==> src/rtl/clk_div_gen.sv <==
// clk_div_gen: programmable integer clock divider with a load/ack handshake for glitch-free divisor reload.
// Optional feature macro CLK_DIV_PHASE_EN adds a phase_ofs input that sets the counter start value.
module clk_div_gen #(
  parameter int unsigned WIDTH       = 8,
  parameter int unsigned DEFAULT_DIV = 2
) (
  input  logic             clk_in,
  input  logic             rst,
`ifdef CLK_DIV_PHASE_EN
  input  logic [WIDTH-1:0] phase_ofs,
`endif
  input  logic [WIDTH-1:0] div_val,
  input  logic             div_load,
  output logic             div_ack,
  output logic             busy,
  output logic             clk_out,
  output logic             period_tick
);

  localparam logic [WIDTH-1:0] RST_DIV = (DEFAULT_DIV < 2) ? WIDTH'(2) : WIDTH'(DEFAULT_DIV);

  typedef enum logic {RUN, PEND} state_t;

  state_t           state_q, state_d;
  logic [WIDTH-1:0] cnt_q, cnt_d;
  logic [WIDTH-1:0] act_q, act_d;
  logic [WIDTH-1:0] pend_q, pend_d;
  logic             ack_d, busy_d, clk_d, tick_d;
  logic [WIDTH-1:0] cnt_eff, start_sw, half, req_div;
  logic             tc;

`ifdef CLK_DIV_PHASE_EN
  // The first edge after reset behaves as if the counter already sat at the start value.
  logic             first_q;
  logic [WIDTH-1:0] start_rst;

  assign start_sw  = (phase_ofs >= pend_q) ? pend_q - WIDTH'(1) : phase_ofs;
  assign start_rst = (phase_ofs >= act_q) ? act_q - WIDTH'(1) : phase_ofs;
  assign cnt_eff   = first_q ? start_rst : cnt_q;

  always_ff @(posedge clk_in or posedge rst) begin
    if (rst) first_q <= 1'b1;
    else     first_q <= 1'b0;
  end
`else
  assign start_sw = '0;
  assign cnt_eff  = cnt_q;
`endif

  // H = ceil(N/2) without leaving WIDTH bits; divisors below 2 are promoted to 2.
  assign half    = (act_q >> 1) + WIDTH'(act_q[0]);
  assign tc      = (cnt_eff == act_q - WIDTH'(1));
  assign req_div = (div_val < WIDTH'(2)) ? WIDTH'(2) : div_val;

  always_comb begin
    state_d = state_q;
    act_d   = act_q;
    pend_d  = pend_q;
    busy_d  = busy;
    ack_d   = 1'b0;
    cnt_d   = tc ? '0 : cnt_eff + WIDTH'(1);
    clk_d   = (cnt_eff < half);
    tick_d  = tc;
    case (state_q)
      RUN: begin
        if (div_load) begin
          pend_d  = req_div;
          busy_d  = 1'b1;
          state_d = PEND;
        end
      end
      PEND: begin
        // Switch only at a period boundary so no output period is ever truncated.
        if (tc) begin
          act_d   = pend_q;
          cnt_d   = start_sw;
          ack_d   = 1'b1;
          busy_d  = 1'b0;
          state_d = RUN;
        end
      end
      default: state_d = RUN;
    endcase
  end

  always_ff @(posedge clk_in or posedge rst) begin
    if (rst) begin
      state_q     <= RUN;
      cnt_q       <= '0;
      act_q       <= RST_DIV;
      pend_q      <= RST_DIV;
      div_ack     <= 1'b0;
      busy        <= 1'b0;
      clk_out     <= 1'b0;
      period_tick <= 1'b0;
    end else begin
      state_q     <= state_d;
      cnt_q       <= cnt_d;
      act_q       <= act_d;
      pend_q      <= pend_d;
      div_ack     <= ack_d;
      busy        <= busy_d;
      clk_out     <= clk_d;
      period_tick <= tick_d;
    end
  end

endmodule

==> config.mk <==
export PLATFORM = sky130hd
export DESIGN_NAME = clk_div_gen
export DESIGN_NICKNAME = d
export VERILOG_FILES = /design/src/rtl/clk_div_gen.sv
export SDC_FILE = /design/constraint.sdc
export NUM_CORES = 1
export LEC_CHECK = 0
export CORE_ASPECT_RATIO = 2
export CORE_UTILIZATION = 60
export CTS_CLUSTER_DIAMETER = 30
export DETAILED_ROUTE_END_ITERATION = 7
export PLACE_DENSITY = 0.83
export SLEW_MARGIN = 10
export SYNTH_ARGS = -nofsm -noshare
export SYNTH_HDL_FRONTEND = slang
export SYNTH_SLANG_ARGS = --single-unit
==> constraint.sdc <==
create_clock -name clk_in -period 4.25 [get_ports clk_in]
set_input_delay 0.85 -clock clk_in [delete_from_list [all_inputs] [get_ports clk_in]]
set_output_delay 0.85 -clock clk_in [all_outputs]
set_load 0.1 [all_outputs]
==> flow_metrics.tcl, run 1 <==
set metrics [dict create \
    cts_max_level 2 \
    cts_resized 0 \
    synth-warning-count 0 \
    worstSetupEndpointType "output port" \
    floorplan.die_area_mm2 0.002925 \
    total_count_of_max_transition_violations_in_the_final_report 0 \
    clk_latency_ns 0.29 \
    cts_setup_buffers 0 \
    period_share_pct 61.31 \
    nFillCells 177 \
    launch_point_of_the_worst_hold_path "pend_q[4]$_DFFE_PP0P_" \
    drt-pass1-iter-count 4 \
    first_global_vias 1268 \
    routed_met3_length_um 82 \
    ys_types 32 \
    design_internal_power_uw 494.2 \
    synthesis.area_per_instance_um2 10.87 \
    drt_drc_violations_left 0 \
    wl_met1_um 1091 \
    worst-endpoint-arrival_ns 1.76 \
    area.growth.synth_to_final_pct 16.37 \
    hold_path_depth 1 \
    cts_sinks 29 \
    via_count 1145 \
    cp_data_required_time_ns 3.40 \
    power.leakage_nw 0.8194 \
    die_width_um 38.75 \
    final_net_count 189 \
    numCtsBuffers 5 \
    initial_utilization_pct 63.05 \
    max_slew.worst_pin.slew_ns 1.015 \
    post_route_cells_drive_above_1_share_pct 16.07 \
    ctsRootBufferMaster "sky130_fd_sc_hd__clkbuf_8" \
    worst-path-max-fanout 2 \
    post_synth_instance_area_mm2 0.001620 \
    drt_first_iter_violations 19 \
    worst_hold_path_type "reg2reg" \
    ys_ff_latch 29 \
    timing.critical_path.slowest_cell_delay_ns 1.13 \
    detail_route.wirelength_um 3267 \
    avgViaCountPerCell 5.842 \
    rel_slew_slack_pct 31.90 \
    maxCapViolCount 0 \
    route.detailed.wl_per_inst_um 16.67 \
    crit_path_top_delay_cell "sky130_fd_sc_hd__clkdlybuf4s50_1" \
    power.clock.fraction_pct 47.4 \
    reg2reg_setup_slack_ns 1.66 \
    syn_nets 171 \
    finalWeightedCongestion 0.9985 \
    swShare_pct 20.39 \
    power.combinational.fraction_pct 5.5 \
    final.setup.tns_ns 0 \
    yosysTopAreaCellShare_pct 41.70 \
    global_route.usage.total_pct 29.14 \
    rows 26 \
    drt.antenna.violating_nets 0 \
    min_period_ns 2.606 \
    cp-start-kind "flip-flop" \
    rsz0062_at_grt "no" \
    timing.critical_path.buf_inv 1 \
    grt_overflow 0 \
    hold_viol_final 0 \
    finalNonFillerCells 196 \
    place.port_buffers 14 \
    clock_tree_from_tritoncts "yes" \
    final_core_utilization_pct 73.37 \
    grt_antenna_before_repair 0 \
    num_io_pins 15 \
    diodes 0 \
    cts.hold.buffers_added 0 \
    placedCellCount 188 \
    clkTransAtPathRegs_ns 0.06 \
    setup_crit_path_kind "reg2out" \
    floorplan.core_area_mm2 0.002570 \
    max_clock_freq_mhz 383.7 \
    max_ir_drop_vdd_mv 0.3122 \
    crit-reg2reg-capture "act_q[2]$_DFFE_PP0P_" \
    rr_startpoint "act_q[2]$_DFFE_PP0P_" \
    wire_length_of_the_first_global_routing_pass_um 5651 \
    setup_viol_count_final 0 \
    final.setup_skew_ns 0.01168 \
    yosysSeqAreaShare_pct 44.94 \
    seq_power_share_pct 47.0 \
    worst_case_reg_to_reg_path_depth 6 \
    cp_top_family "buffers and inverters" \
    ys_top_cells_by_area "sky130_fd_sc_hd__dfrtp_1 (42%), sky130_fd_sc_hd__mux2_2 (9.0%), sky130_fd_sc_hd__ha_1 (8.5%)" \
    power_density_mw_per_mm2 329.2 \
    postSynthCellCount 149 \
    hold_crit_endpoint "act_q[4]$_DFFE_PP0P_" \
    switching_power_uw 126.6 \
    top_signal_layer_used "met4" \
    outcome "completed" \
    floorplan.die.height_um 75.49 \
    grt_max_degree 30 \
    route.met2.wl_um 1934 \
    post-dp-hpwl_um 2469 \
    synth_area_leader_cell "sky130_fd_sc_hd__dfrtp_1" \
    clockBufferDepth 2 \
    crit_path_cell_trace "clkdlybuf4s50_1" \
]
==> logic make-up (layout without fill, tap and decap cells) <==
group,count (synthesis),in the layout,share of synthesized area (%)
AOI/OAI and AO/OA,10,10,3.552
xor gates and xnor gates,23,23,12.43
buffers and inverters,10,29,3.243
muxes,14,14,9.653
adders and majority gates,11,11,8.494
and+or+nand+nor,52,52,17.68
DFF,29,29,44.94
==> worst max-delay path by stage <==
stage,from,end,cells after the start
2_1_floorplan,act_q[3]$_DFFE_PP0P_,act_q[2]$_DFFE_PP0P_,7
3_3_place_gp,act_q[2]$_DFFE_PP0P_,act_q[7]$_DFFE_PP0P_,6
3_5_place_dp,act_q[0]$_DFFE_PP0P_,act_q[2]$_DFFE_PP0P_,8
4_1_cts,busy$_DFFE_PP0P_,busy,1
5_1_grt,act_q[1]$_DFFE_PP1P_,act_q[2]$_DFFE_PP0P_,8
6_report,busy$_DFFE_PP0P_,busy,1
==> through the flow <==
step	hold slack, ns	area, um^2	worst slack [ns]	power [mW]
floorplan	0.4749	1620	1.911	0.3141
global placement	0.4865	1769	1.744	0.3290
detailed placement	0.4904	1769	1.654	0.3311
CTS	0.5044	1886	1.627	0.6263
global route	0.5127	1886	1.427	0.6428
finish	0.5010	1886	1.644	0.6207
==> cells in the mapped netlist (all sizes together) <==
master	instances
mux2i	1
buf	3
nor2	18
xor2	11
a21oi	3
mux2	13
o21ai	4
xnor2	12
ha	11
nand2b	1
dfrtp	27
a31oi	1
o31ai	1
nor2b	3
nor4	2
nand2	4
nor3b	2
dfstp	2
and2	1
or2	1
or3	2
inv	7
nand4	1
o41ai	1
or4	2
nand3	8
nor3	4
and3	3
==> power groups by stage <==
stage	logic, mW	clock network, mW	registers [mW]
floorplan	0.0136	0	0.301
global placement	0.0330	0	0.296
detailed placement	0.0346	0	0.297
CTS	0.0350	0.300	0.292
global route	0.0374	0.313	0.292
finish	0.0344	0.294	0.292
==> cells in the final DEF, fill, tap and decap left out, types with 4 or more instances in the layout <==
cell type                          n
sky130_fd_sc_hd__xnor2_1          12
sky130_fd_sc_hd__xor2_1           11
sky130_fd_sc_hd__mux2_2           13
sky130_fd_sc_hd__dfrtp_1          27
sky130_fd_sc_hd__clkbuf_8          6
sky130_fd_sc_hd__ha_1             11
sky130_fd_sc_hd__nand3_1           8
sky130_fd_sc_hd__clkdlybuf4s50_1  14
sky130_fd_sc_hd__nor2_1           18
sky130_fd_sc_hd__inv_1             6
sky130_fd_sc_hd__nand2_1           4
==> routing by layer <==
| metal | GRT usage (%) | vias to the layer above |
|---|---|---|
| li1 | - | 549 |
| met2 | 52.22 | 24 |
| met4 | 19.16 | 0 |
| met1 | 27.45 | 562 |
| met5 | 0 | - |
| met3 | 6.997 | 10 |
==> registers in the layout (all words and copies together) (netlist names) <==
signal	cells
busy	1
pend_q	8
act_q	8
clk_out	1
state_q	1
cnt_eff	8
period_tick	1
div_ack	1
==> cell type report <==
cell class	instances	area (um^2)	area share [%]
inverters	7	26.28	1.393
well taps	28	35.03	1.858
clock inverters	1	30.03	1.593
multi-input cells	110	839.6	44.53
clock buffers	7	86.33	4.579
repair buffers	14	140.1	7.432
flip-flops and latches	29	728.2	38.62
(Power assumes the default switching activity.)
==> run 2, diff against run 1 <==
--- a/config.mk
+++ b/config.mk
@@ -6,10 +6,10 @@
 export NUM_CORES = 1
 export LEC_CHECK = 0
 export CORE_ASPECT_RATIO = 2
-export CORE_UTILIZATION = 60
+export CORE_UTILIZATION = 56
 export CTS_CLUSTER_DIAMETER = 30
 export DETAILED_ROUTE_END_ITERATION = 7
-export PLACE_DENSITY = 0.83
+export PLACE_DENSITY = 0.78
 export SLEW_MARGIN = 10
 export SYNTH_ARGS = -nofsm -noshare
 export SYNTH_HDL_FRONTEND = slang
==> constraint.sdc (replaced) <==
create_clock -name clk_in -period 2.6 [get_ports clk_in]
set_input_delay 0.52 -clock clk_in [delete_from_list [all_inputs] [get_ports clk_in]]
set_output_delay 0.52 -clock clk_in [all_outputs]
set_load 0.1 [all_outputs]
==> run 2 against run 1 <==
Compared with the run above:
- clock skew is 0.0060 ns lower
- count of clock-buffer cells in the layout stayed put
- hold slack got worse by 0.010 ns
- total power rose by 63%
- final area rose by 5.2%
- sequential share of layout area fell by 1.9 points
- non-clock buffer count is 11 higher
==> flow_metrics.tcl, run 2 (synthesis results as in run 1) <==
set metrics [dict create \
    setup_viol_count_final 0 \
    maxCapViolCount 0 \
    max_slew.worst_pin.slew_ns 0.4038 \
    num_io_pins 15 \
    detail_route.wirelength_um 3176 \
    crit_path_cell_trace "inv_1 -> ha_1 -> nor3b_1 -> xnor2_1 -> nand2_1 -> or3_4 -> nor3_4 -> buf_12 -> mux2_2" \
    clockBufferDepth 2 \
    worstSetupEndpointType "flip-flop" \
    drt_first_iter_violations 12 \
    clk_latency_ns 0.29 \
    final_cell_mix "sky130_fd_sc_hd__dfrtp_1 (27), sky130_fd_sc_hd__nor2_1 (18), sky130_fd_sc_hd__buf_4 (14)" \
    max_ir_drop_vdd_mv 0.4732 \
    place.port_buffers 14 \
    totalPowerFinal_mw 1.015 \
    worst_case_reg_to_reg_path_depth 9 \
    hold_viol_final 0 \
    period_share_pct 95.05 \
    grt_max_degree 22 \
    rr_startpoint "act_q[0]$_DFFE_PP0P_" \
    placedCellCount 198 \
    clkTransAtPathRegs_ns 0.06 \
    cp_top_family "simple AND/OR/NAND/NOR gates" \
    min_period_ns 2.471 \
    finish.instance_area_mm2 0.001983 \
    finalWorstSetupSlack_ns 0.1286 \
    area.growth.synth_to_final_pct 22.39 \
    total_count_of_max_transition_violations_in_the_final_report 0 \
    ctsRootBufferMaster "sky130_fd_sc_hd__clkbuf_8" \
    cts.hold.buffers_added 0 \
    final_core_utilization_pct 72.47 \
    crit-reg2reg-capture "act_q[7]$_DFFE_PP0P_" \
    finalNonFillerCells 208 \
    placement.cell_area_mm2 0.001828 \
    grt_overflow 0 \
    initial_utilization_pct 59.21 \
    finalWeightedCongestion 0.9450 \
    route.detailed.wl_per_inst_um 15.27 \
    drt-pass1-iter-count 4 \
    commonest_non_fill_non_tap_cell_in_the_layout "sky130_fd_sc_hd__dfrtp_1" \
    numCtsBuffers 5 \
    die_width_um 40.04 \
    wire_length_of_the_first_global_routing_pass_um 5223 \
    cp-start-kind "flip-flop" \
    floorplan.core_area_mm2 0.002736 \
    max_clock_freq_mhz 404.6 \
    via_count 1176 \
    global_route.usage.total_pct 24.92 \
    place_worst_setup_slack_ns 0.03624 \
    outcome "completed" \
    drt_drc_violations_left 0 \
    reg2reg_setup_slack_ns 0.13 \
    cts_sinks 29 \
    timing.critical_path.depth 9 \
    cp_data_required_time_ns 2.77 \
    power_density_mw_per_mm2 511.7 \
    floorplan.die_area_mm2 0.003126 \
    post-dp-hpwl_um 2510 \
    cts_max_level 2 \
    avgViaCountPerCell 5.654 \
    final_net_count 200 \
    clock_tree_from_tritoncts "yes" \
    worst-path-max-fanout 9 \
    first_global_vias 1231 \
    floorplan.die.height_um 78.07 \
    worst-endpoint-arrival_ns 2.64 \
    grt_antenna_before_repair 0 \
    drt.antenna.violating_nets 0 \
    timing.hold.ws_ns 0.4909 \
    final.setup.tns_ns 0 \
    rsz0062_at_grt "no" \
    worst_hold_path_type "in2async" \
    timing.critical_path.buf_inv 2 \
    rows 27 \
    power.leakage_nw 0.9000 \
    post_route_cells_drive_above_1_share_pct 24.58 \
    diodes 0 \
    setup_crit_path_kind "reg2reg" \
    rel_slew_slack_pct 72.83 \
    final.setup_skew_ns 0.005689 \
    crit_path_top_delay_cell "sky130_fd_sc_hd__dfrtp_1" \
    timing.critical_path.slowest_cell_delay_ns 0.44 \
]
[run 2: final cells by class]
| class | instances | area (um^2) |
|---|---|---|
| tap | 29 | 36.28 |
| fill | 207 | 753.2 |
| sequential | 29 | 728.2 |
| clock buffer | 7 | 86.33 |
| clock inverter | 1 | 30.03 |
| timing repair buffer | 25 | 225.2 |
| multi-input combinational | 110 | 850.8 |
| inverter | 7 | 26.28 |
[run 2: worst max-delay path by stage]
| stage | slack, ns | start | end |
|---|---|---|---|
| floorplan | 0.26 | act_q[3]$_DFFE_PP0P_ | act_q[2]$_DFFE_PP0P_ |
| global placement | 0.13 | act_q[1]$_DFFE_PP1P_ | act_q[2]$_DFFE_PP0P_ |
| detailed placement | 0.04 | act_q[1]$_DFFE_PP1P_ | act_q[7]$_DFFE_PP0P_ |
| CTS | 0.02 | act_q[0]$_DFFE_PP0P_ | act_q[7]$_DFFE_PP0P_ |
| global route | 0.02 | act_q[0]$_DFFE_PP0P_ | act_q[7]$_DFFE_PP0P_ |
| finish | 0.13 | act_q[0]$_DFFE_PP0P_ | act_q[7]$_DFFE_PP0P_ |
[run 2: where the power goes]
group	leakage (nW)	internal [mW]	switching, mW
Sequential	0.363	0.469	0.00785
Combinational	0.478	0.0270	0.0286
Clock	0.0585	0.312	0.170
Total	0.900	0.808	0.207
[run 2: metal layers]
metal	wire, um	share of wire [%]	track usage, %
met2	1995	63	46.61
met1	1018	32	22.20
met5	0	0	0
met3	77	2.4	4.237
met4	85	2.7	12.41
[run 2: repair_timing]
item | CTS | global route
gates resized for setup | 0 | 2
endpoints found under the hold margin | 0 | 0
pin swaps | 1 | 2
endpoints found under the setup margin | 6 | 8
buffers inserted | 0 | 2
[run 2: worst reg2reg max path, delay by kind of cell, from the launching register on]
family                   cells  cell delay [ns]
multiplexers                 1             0.34
AND/OR/NAND/NOR              4             0.92
adder cells (fa/ha/maj)      1             0.24
XOR/XNOR                     1             0.14
flip-flops                   1             0.44
buffers and inverters        2             0.27
==> run 3, diff against run 2 <==
--- a/config.mk
+++ b/config.mk
@@ -5,6 +5,7 @@
 export SDC_FILE = /design/constraint.sdc
 export NUM_CORES = 1
 export LEC_CHECK = 0
+export ABC_CLOCK_PERIOD_IN_PS = 2600
 export CORE_ASPECT_RATIO = 2
 export CORE_UTILIZATION = 56
 export CTS_CLUSTER_DIAMETER = 30
==> results of run 3 <==
The final DEF is identical to that of run 2; final timing and power are the same.
